**config.mk**
```make
export PLATFORM = sky130hd
export DESIGN_NAME = mdu_iter
export DESIGN_NICKNAME = d
export VERILOG_FILES = /design/src/rtl/mdu_iter_pkg.sv /design/src/rtl/mdu_div_iter.sv /design/src/rtl/mdu_iter.sv
export SDC_FILE = /design/constraint.sdc
export NUM_CORES = 2
export LEC_CHECK = 0
export BUFFER_PORTS_ARGS = -buffer_cell sky130_fd_sc_hd__buf_2
export CAP_MARGIN = 20
export CORE_AREA = 2 2 309 311
export DETAILED_ROUTE_END_ITERATION = 10
export DIE_AREA = 0 0 311 313
export HOLD_SLACK_MARGIN = 0.02
export PLACE_DENSITY_LB_ADDON = 0.1
export SLEW_MARGIN = 20
export SYNTH_ARGS = -nofsm -noshare
export SYNTH_HDL_FRONTEND = slang
export SYNTH_SLANG_ARGS = --single-unit
```
**constraint.sdc**
```tcl
create_clock -name clk -period 10.9 [get_ports clk]
set_clock_uncertainty 0.2 [all_clocks]
set_input_delay 1.635 -clock clk [delete_from_list [all_inputs] [get_ports clk]]
set_output_delay 1.635 -clock clk [all_outputs]
set_load 0.02 [all_outputs]
```
**src/rtl/mdu_iter_pkg.sv**
```systemverilog
// rtl/mdu_iter_pkg.sv - shared encodings and helpers for the iterative multiply/divide unit
package mdu_iter_pkg;

    typedef enum logic [2:0] {
        MDU_NONE  = 3'd0,
        MDU_MULT  = 3'd1,
        MDU_MULTU = 3'd2,
        MDU_DIV   = 3'd3,
        MDU_DIVU  = 3'd4,
        MDU_MTHI  = 3'd5,
        MDU_MTLO  = 3'd6
    } mdu_op_e;

    typedef enum logic [1:0] {
        ST_IDLE = 2'd0,
        ST_MUL  = 2'd1,
        ST_DIV  = 2'd2,
        ST_DONE = 2'd3
    } mdu_state_e;

    // Wide enough for any iteration count up to 63
    localparam int CNT_W = 6;

    // Divide-by-zero yields an all-ones quotient; remainder is the raw dividend
    localparam logic [31:0] DIV0_LO = 32'hFFFF_FFFF;

    // Magnitude of a two's-complement word when sgn is set, raw value otherwise
    function automatic logic [31:0] abs32(input logic [31:0] x, input logic sgn);
        return (sgn && x[31]) ? (~x + 32'd1) : x;
    endfunction

endpackage

```
**src/rtl/mdu_div_iter.sv**
```systemverilog
// rtl/mdu_div_iter.sv - radix-2 restoring divider, one quotient bit per cycle
module mdu_div_iter
    import mdu_iter_pkg::*;
#(
    parameter int DIV_CYCLES = 32
) (
    input  logic        clk,
    input  logic        rst,
    input  logic        start,
    input  logic        sgn,
    input  logic [31:0] a,
    input  logic [31:0] b,
    output logic        done,
    output logic [31:0] quotient,
    output logic [31:0] remainder
);

    logic [31:0]      rem_q, quo_q, dvs_q;
    logic             neg_q_q, neg_r_q, active_q;
    logic [CNT_W-1:0] step_q;

    logic [32:0]      shifted;
    logic             ge;
    logic [31:0]      rem_n, quo_n;

    // One restoring step; outputs reflect the result after the current step so the
    // caller can capture the final value on the last iteration cycle
    always_comb begin
        shifted   = {rem_q, quo_q[31]};
        ge        = (shifted >= {1'b0, dvs_q});
        rem_n     = ge ? (shifted[31:0] - dvs_q) : shifted[31:0];
        quo_n     = {quo_q[30:0], ge};
        quotient  = neg_q_q ? (~quo_n + 32'd1) : quo_n;
        remainder = neg_r_q ? (~rem_n + 32'd1) : rem_n;
        done      = active_q && (step_q == CNT_W'(DIV_CYCLES - 1));
    end

    // Load magnitudes and sign fix-up flags on start, then shift one bit per cycle
    always_ff @(posedge clk) begin
        if (rst) begin
            rem_q    <= '0;
            quo_q    <= '0;
            dvs_q    <= '0;
            neg_q_q  <= 1'b0;
            neg_r_q  <= 1'b0;
            active_q <= 1'b0;
            step_q   <= '0;
        end else if (start) begin
            rem_q    <= '0;
            quo_q    <= abs32(a, sgn);
            dvs_q    <= abs32(b, sgn);
            neg_q_q  <= sgn && (a[31] ^ b[31]);
            neg_r_q  <= sgn && a[31];
            active_q <= 1'b1;
            step_q   <= '0;
        end else if (active_q) begin
            rem_q  <= rem_n;
            quo_q  <= quo_n;
            step_q <= step_q + CNT_W'(1);
            if (done) active_q <= 1'b0;
        end
    end

endmodule

```
**src/rtl/mdu_iter.sv**
```systemverilog
// rtl/mdu_iter.sv - multi-cycle MULT/MULTU/DIV/DIVU unit with MTHI/MTLO pass-through
module mdu_iter
    import mdu_iter_pkg::*;
#(
    parameter int MUL_CYCLES = 2,
    parameter int DIV_CYCLES = 32
) (
    input  logic        clk,
    input  logic        rst_n,
    input  logic        mdu_stall_i,
    input  logic        mdu_flush_i,
    input  logic        mdu_valid_i,
    input  logic [2:0]  mdu_op_i,
    input  logic [31:0] mdu_a_i,
    input  logic [31:0] mdu_b_i,
    output logic [31:0] mdu_hi_o,
    output logic [31:0] mdu_lo_o,
    output logic        mdu_whien_o,
    output logic        mdu_wloen_o,
    output logic        mdu_stallreq_o,
    output logic        mdu_busy_o
);

    mdu_state_e       state_q;
    logic [CNT_W-1:0] cnt_q;
    logic [31:0]      hi_q, lo_q;
    logic             mt_hi_q, mt_lo_q;
    logic [31:0]      mul_a_q, mul_b_q, div_a_q;
    logic             mul_sgn_q, div_zero_q;

    logic             accept, is_mul, is_div;
    logic [63:0]      product_c, prod_res;
    logic             div_done;
    logic [31:0]      div_quo, div_rem;

    // Accept decode and stall request; flush always wins over a new op
    always_comb begin
        accept = (state_q == ST_IDLE) && mdu_valid_i && !mdu_flush_i && (mdu_op_i != MDU_NONE);
        is_mul = (mdu_op_i == MDU_MULT) || (mdu_op_i == MDU_MULTU);
        is_div = (mdu_op_i == MDU_DIV)  || (mdu_op_i == MDU_DIVU);
        unique case (state_q)
            ST_IDLE: mdu_stallreq_o = accept && (is_mul || is_div);
            ST_MUL,
            ST_DIV:  mdu_stallreq_o = 1'b1;
            ST_DONE: mdu_stallreq_o = mdu_stall_i;
            default: mdu_stallreq_o = 1'b0;
        endcase
    end

    // Sign- or zero-extend to 64 bits so the low half of one product serves both forms
    always_comb begin
        product_c = {{32{mul_sgn_q & mul_a_q[31]}}, mul_a_q} *
                    {{32{mul_sgn_q & mul_b_q[31]}}, mul_b_q};
    end

    generate
        if (MUL_CYCLES == 1) begin : g_mul_comb
            assign prod_res = product_c;
        end else begin : g_mul_pipe
            logic [63:0] stage [MUL_CYCLES-1];
            // Product pipeline, one stage per extra multiply cycle
            always_ff @(posedge clk) begin
                stage[0] <= product_c;
                for (int i = 1; i < MUL_CYCLES - 1; i++) stage[i] <= stage[i-1];
            end
            assign prod_res = stage[MUL_CYCLES-2];
        end
    endgenerate

    mdu_div_iter #(.DIV_CYCLES(DIV_CYCLES)) u_div (
        .clk       (clk),
        .rst       (rst_n),
        .start     (accept && is_div),
        .sgn       (mdu_op_i == MDU_DIV),
        .a         (mdu_a_i),
        .b         (mdu_b_i),
        .done      (div_done),
        .quotient  (div_quo),
        .remainder (div_rem)
    );

    // Control FSM: accept, iterate, then present the result until the pipeline takes it
    always_ff @(posedge clk) begin
        if (rst_n) begin
            state_q    <= ST_IDLE;
            cnt_q      <= '0;
            hi_q       <= '0;
            lo_q       <= '0;
            mt_hi_q    <= 1'b0;
            mt_lo_q    <= 1'b0;
            mul_a_q    <= '0;
            mul_b_q    <= '0;
            mul_sgn_q  <= 1'b0;
            div_a_q    <= '0;
            div_zero_q <= 1'b0;
        end else if (mdu_flush_i) begin
            state_q <= ST_IDLE;
            cnt_q   <= '0;
            mt_hi_q <= 1'b0;
            mt_lo_q <= 1'b0;
        end else begin
            mt_hi_q <= 1'b0;
            mt_lo_q <= 1'b0;
            unique case (state_q)
                ST_IDLE: begin
                    if (accept) begin
                        if (is_mul) begin
                            state_q   <= ST_MUL;
                            cnt_q     <= CNT_W'(MUL_CYCLES - 1);
                            mul_a_q   <= mdu_a_i;
                            mul_b_q   <= mdu_b_i;
                            mul_sgn_q <= (mdu_op_i == MDU_MULT);
                        end else if (is_div) begin
                            state_q    <= ST_DIV;
                            cnt_q      <= CNT_W'(DIV_CYCLES - 1);
                            div_a_q    <= mdu_a_i;
                            div_zero_q <= (mdu_b_i == 32'd0);
                        end else if (mdu_op_i == MDU_MTHI) begin
                            hi_q    <= mdu_a_i;
                            mt_hi_q <= 1'b1;
                        end else if (mdu_op_i == MDU_MTLO) begin
                            lo_q    <= mdu_a_i;
                            mt_lo_q <= 1'b1;
                        end
                    end
                end
                ST_MUL: begin
                    if (cnt_q == '0) begin
                        {hi_q, lo_q} <= prod_res;
                        state_q      <= ST_DONE;
                    end else begin
                        cnt_q <= cnt_q - CNT_W'(1);
                    end
                end
                ST_DIV: begin
                    if (cnt_q != '0) cnt_q <= cnt_q - CNT_W'(1);
                    if (div_done) begin
                        hi_q    <= div_zero_q ? div_a_q : div_rem;
                        lo_q    <= div_zero_q ? DIV0_LO : div_quo;
                        state_q <= ST_DONE;
                    end
                end
                ST_DONE: begin
                    if (!mdu_stall_i) state_q <= ST_IDLE;
                end
                default: state_q <= ST_IDLE;
            endcase
        end
    end

    assign mdu_hi_o    = hi_q;
    assign mdu_lo_o    = lo_q;
    assign mdu_busy_o  = (state_q != ST_IDLE);
    assign mdu_whien_o = ((state_q == ST_DONE) && !mdu_stall_i && !mdu_flush_i) || mt_hi_q;
    assign mdu_wloen_o = ((state_q == ST_DONE) && !mdu_stall_i && !mdu_flush_i) || mt_lo_q;

endmodule

```
==> flow_summary.yaml <==
status:
  outcome: "complete, no violations"
yosys:
  synth_enable_flop_cells: 0
  synthArstFlopShare: 0
  post_synth_mux_area_share: 0.009997
  syn-cell-area_sq_um: 55820
  synth-compound-area-share: 0.09724
  number_of_synthesized_register_bits: 341
  yosys.area_share.simple: 0.1687
  synth_fa_ha_area_frac: 0.4612
  yosys_most_used_dff: "sky130_fd_sc_hd__dfxtp_1"
  post_synth_xor_area_fraction: 0.03311
  synth_cells: 6456
  synth_seq_area_share: 0.1223
  synth.yosys.warnings: 0
  synth_cell_types: 92
  syn_nets: 7910
  syn_area_per_cell_sq_um: 8.646
  synth_top_family_by_area: "adder cells"
clock_network:
  clk_path_buf_depth: 3
  cts_max_level: 2
  root_buffer_selected_by_cts: "sky130_fd_sc_hd__clkbuf_16"
  postCtsHoldBufs: 0
  cts-buffers-inserted: 40
  clock_sinks: 341
  worst_setup_hold_path_clk_slew_ns: 0.07
  clk_latency_ns: 0.60
  cts_tree: "done"
  post-cts-setup-buffers: 0
  resized_gates_after_cts: 0
final_layout:
  final_cell_mix: "sky130_fd_sc_hd__inv_1, sky130_fd_sc_hd__fa_1, sky130_fd_sc_hd__nand2_1, sky130_fd_sc_hd__and2_1, sky130_fd_sc_hd__dfxtp_1"
  design.final.nets: 7806
  layout_commonest_cell: "sky130_fd_sc_hd__inv_1"
  layout-area-overhead-vs-synth_pct: 5.539
  final_cell_area_sq_um: 58910
  multi_input_logic_area_sq_um: 43020
  num-fill-cells: 8320
  drive_above_1_share: 0.06172
  sequential_cell_area_sq_um: 6840
power_and_ir_drop:
  pwr-share-clk: 0.359
  p_int_mw: 2.592
  netSwitchingFraction: 0.3784
  pwr_density_cell_nw_per_um2: 70.79
  power.net_switching_mw: 1.578
  sequentialPowerShare: 0.324
  p_leak_nw: 27.12
  combinationalPowerShare: 0.317
  vdd.ir_drop.worst_mv: 0.1097
placement:
  dpl-instance-area_sq_um: 57450
  gpl.final_weighted_congestion: 0.9946
  dp_hpwl_mm: 134.5
  io_buffer_count: 139
die:
  row_count: 113
  die_width_microns: 311
  core_sq_um: 94160
  boundaryPins: 140
  floorplan.die.height_microns: 313
  initial_core_util: 0.5928
  die_area_sq_um: 97340
sta:
  worst_slew_pin_slew_ns: 1.131
  finalHoldViolCount: 0
  final_max_slew_viol_count: 0
  max-slew-margin-rel: 0.2449
  fmax_mhz: 104.2
  finalCritPeriodShare: 0.8807
  grt_setup_unrepaired: "false"
  timing.setup.tns_ns: 0
  setup_viol_count_final: 0
  final.min_clock_period_ns: 9.600
detailed_routing:
  route.met3.wl_mm: 14.29
  routedLengthMet1_mm: 66.91
  drt.antenna.violating_nets: 0
  dr.max_layer_used: "met5"
  drt_wl_total_mm: 170.2
  routed_via_density: 5.795
  drt_first_pass_iters: 6
  vias: 44350
  met2_wirelength_from_detailed_routing_mm: 79.28
  wl_per_cell_microns: 22.23
  post-route-drc-count: 0
  drt_iter0_drc: 3895
grt:
  grt_max_degree: 155
  number_of_global_route_vias_before_repair: 45140
  grtUsageTotal: 0.3564
  grt-ovfl-total: 0
  antenna_found_initial: 13
  grt_pass1_wl_mm: 265.5
critical_path:
  critical_path.n_buffers_inverters: 6
  worstSetupPathType: "register to register"
  critPathMaxFanout: 13
  crit_slowest_cell: "sky130_fd_sc_hd__fa_1"
  worst_ep_required_time_ns: 11.22
  start_kind: "register"
  critical_path.top_delay_family: "adder cells"
  crit_arrival_ns: 9.92
  crit_path_end_kind: "register"
  critical_path.most_common_cell: "sky130_fd_sc_hd__fa_1"
  max_stage_delay_ns: 0.63
run:
  max_cap_violations: 0
hold_path:
  hold_path_class: "register to register"
cells by family (layout without fill, tap and decap cells):
kind of cell | Yosys count | count (layout)
simple gates | 2069 | 2069
xor+xnor | 211 | 211
buf+inv | 1581 | 1509
compound gates | 818 | 818
flops | 341 | 341
other cells | 0 | 4
fa+ha+maj | 1382 | 1382
mux | 54 | 54
power by group through the flow:
stage | combinational [mW] | clock, mW | sequential, mW
3_3_place_gp | 1.27 | 0 | 1.37
5_1_grt | 1.42 | 1.56 | 1.35
6_report | 1.32 | 1.50 | 1.35
3_5_place_dp | 1.28 | 0 | 1.38
4_1_cts | 1.29 | 1.51 | 1.35
2_1_floorplan | 0.920 | 0 | 1.35
final timing paths:
check               start                       to  slack, ns  cells past startpoint
max             mul_sgn_q  g_mul_pipe.stage[0][62]       1.30                     29
min          mdu_hi_o[24]             mdu_hi_o[24]       0.25                      2
max reg2reg     mul_sgn_q  g_mul_pipe.stage[0][62]       1.30                     29
min reg2reg  mdu_hi_o[24]             mdu_hi_o[24]       0.25                      2
per-layer routing:
layer,up-vias,GRT usage
met5,-,0
met3,432,0.06226
li1,19590,-
met2,1820,0.5699
met1,22500,0.4750
met4,6,0.1708
stage by stage:
stage                       util  hold slack (ns)  setup WS, ns  power, mW  cells
after floorplan                -           0.2312         2.278      2.267   6456
after global placement    0.6101           0.2390         1.520      2.649   7575
after detailed placement  0.6101           0.2465         1.370      2.653   7575
after CTS                 0.6255           0.2546         1.293      4.141   7649
after global routing      0.6255           0.2704        0.8407      4.331   7650
final                     0.6256           0.2532         1.300      4.170   7653
cells in the mapped netlist, types with 13 or more instances:
| cell type | n | area (sq um) |
|---|---|---|
| sky130_fd_sc_hd__a211oi_1 | 85 | 638.1 |
| sky130_fd_sc_hd__a21o_1 | 60 | 450.4 |
| sky130_fd_sc_hd__a21oi_1 | 291 | 1456 |
| sky130_fd_sc_hd__a221oi_1 | 30 | 262.8 |
| sky130_fd_sc_hd__a311oi_1 | 33 | 289.0 |
| sky130_fd_sc_hd__a31oi_1 | 16 | 100.1 |
| sky130_fd_sc_hd__and2_1 | 350 | 2190 |
| sky130_fd_sc_hd__and3_1 | 28 | 175.2 |
| sky130_fd_sc_hd__buf_1 | 15 | 56.30 |
| sky130_fd_sc_hd__buf_2 | 19 | 95.09 |
| sky130_fd_sc_hd__clkbuf_1 | 355 | 1333 |
| sky130_fd_sc_hd__dfxtp_1 | 341 | 6827 |
| sky130_fd_sc_hd__fa_1 | 1126 | 22540 |
| sky130_fd_sc_hd__ha_1 | 256 | 3203 |
| sky130_fd_sc_hd__inv_1 | 1185 | 4448 |
| sky130_fd_sc_hd__mux2i_1 | 51 | 510.5 |
| sky130_fd_sc_hd__nand2_1 | 1113 | 4178 |
| sky130_fd_sc_hd__nand2b_1 | 23 | 143.9 |
| sky130_fd_sc_hd__nand3_1 | 34 | 170.2 |
| sky130_fd_sc_hd__nor2_1 | 308 | 1156 |
| sky130_fd_sc_hd__nor3_1 | 59 | 295.3 |
| sky130_fd_sc_hd__nor4_1 | 22 | 137.6 |
| sky130_fd_sc_hd__o211ai_1 | 15 | 112.6 |
| sky130_fd_sc_hd__o21a_1 | 17 | 127.6 |
| sky130_fd_sc_hd__o21ai_0 | 113 | 565.5 |
| sky130_fd_sc_hd__o21ai_1 | 15 | 75.07 |
| sky130_fd_sc_hd__o21bai_1 | 17 | 127.6 |
| sky130_fd_sc_hd__o31ai_1 | 20 | 150.1 |
| sky130_fd_sc_hd__o41ai_1 | 13 | 113.9 |
| sky130_fd_sc_hd__or2_2 | 16 | 100.1 |
| sky130_fd_sc_hd__or3_1 | 42 | 262.8 |
| sky130_fd_sc_hd__xnor2_1 | 147 | 1287 |
| sky130_fd_sc_hd__xor2_1 | 64 | 560.5 |
final cells by class:
type / count / share of cell area
Antenna cell: 4 / 0.0001699
Tap cell: 1265 / 0.02687
Clock inverter: 25 / 0.005671
Multi-Input combinational cell: 4534 / 0.7303
Inverter: 1186 / 0.07561
Clock buffer: 49 / 0.01892
Sequential cell: 341 / 0.1161
Timing Repair Buffer: 249 / 0.02636
sequential cells by signal (all words and copies together), names as in the netlist:
| register | count |
|---|---|
| mul_b_q | 32 |
| u_div.neg_r_q | 1 |
| div_zero_q | 1 |
| g_mul_pipe.stage | 64 |
| mdu_hi_o | 32 |
| mt_hi_q | 1 |
| u_div.quo_q | 32 |
| u_div.step_q | 6 |
| mul_a_q | 32 |
| u_div.neg_q_q | 1 |
| mt_lo_q | 1 |
| u_div.rem_q | 32 |
| state_q | 2 |
| u_div.active_q | 1 |
| div_a_q | 32 |
| u_div.dvs_q | 32 |
| mdu_lo_o | 32 |
| cnt_q | 6 |
| mul_sgn_q | 1 |
worst reg2reg max path, delay by kind of cell (launching register included):
family	cells	cell delay [ns]
xor+xnor	1	0.15
simple gates	5	1.04
flops	1	0.60
compound gates	8	2.14
fa+ha+maj	9	4.37
buf+inv	6	1.02
(Power assumes the default switching activity.)
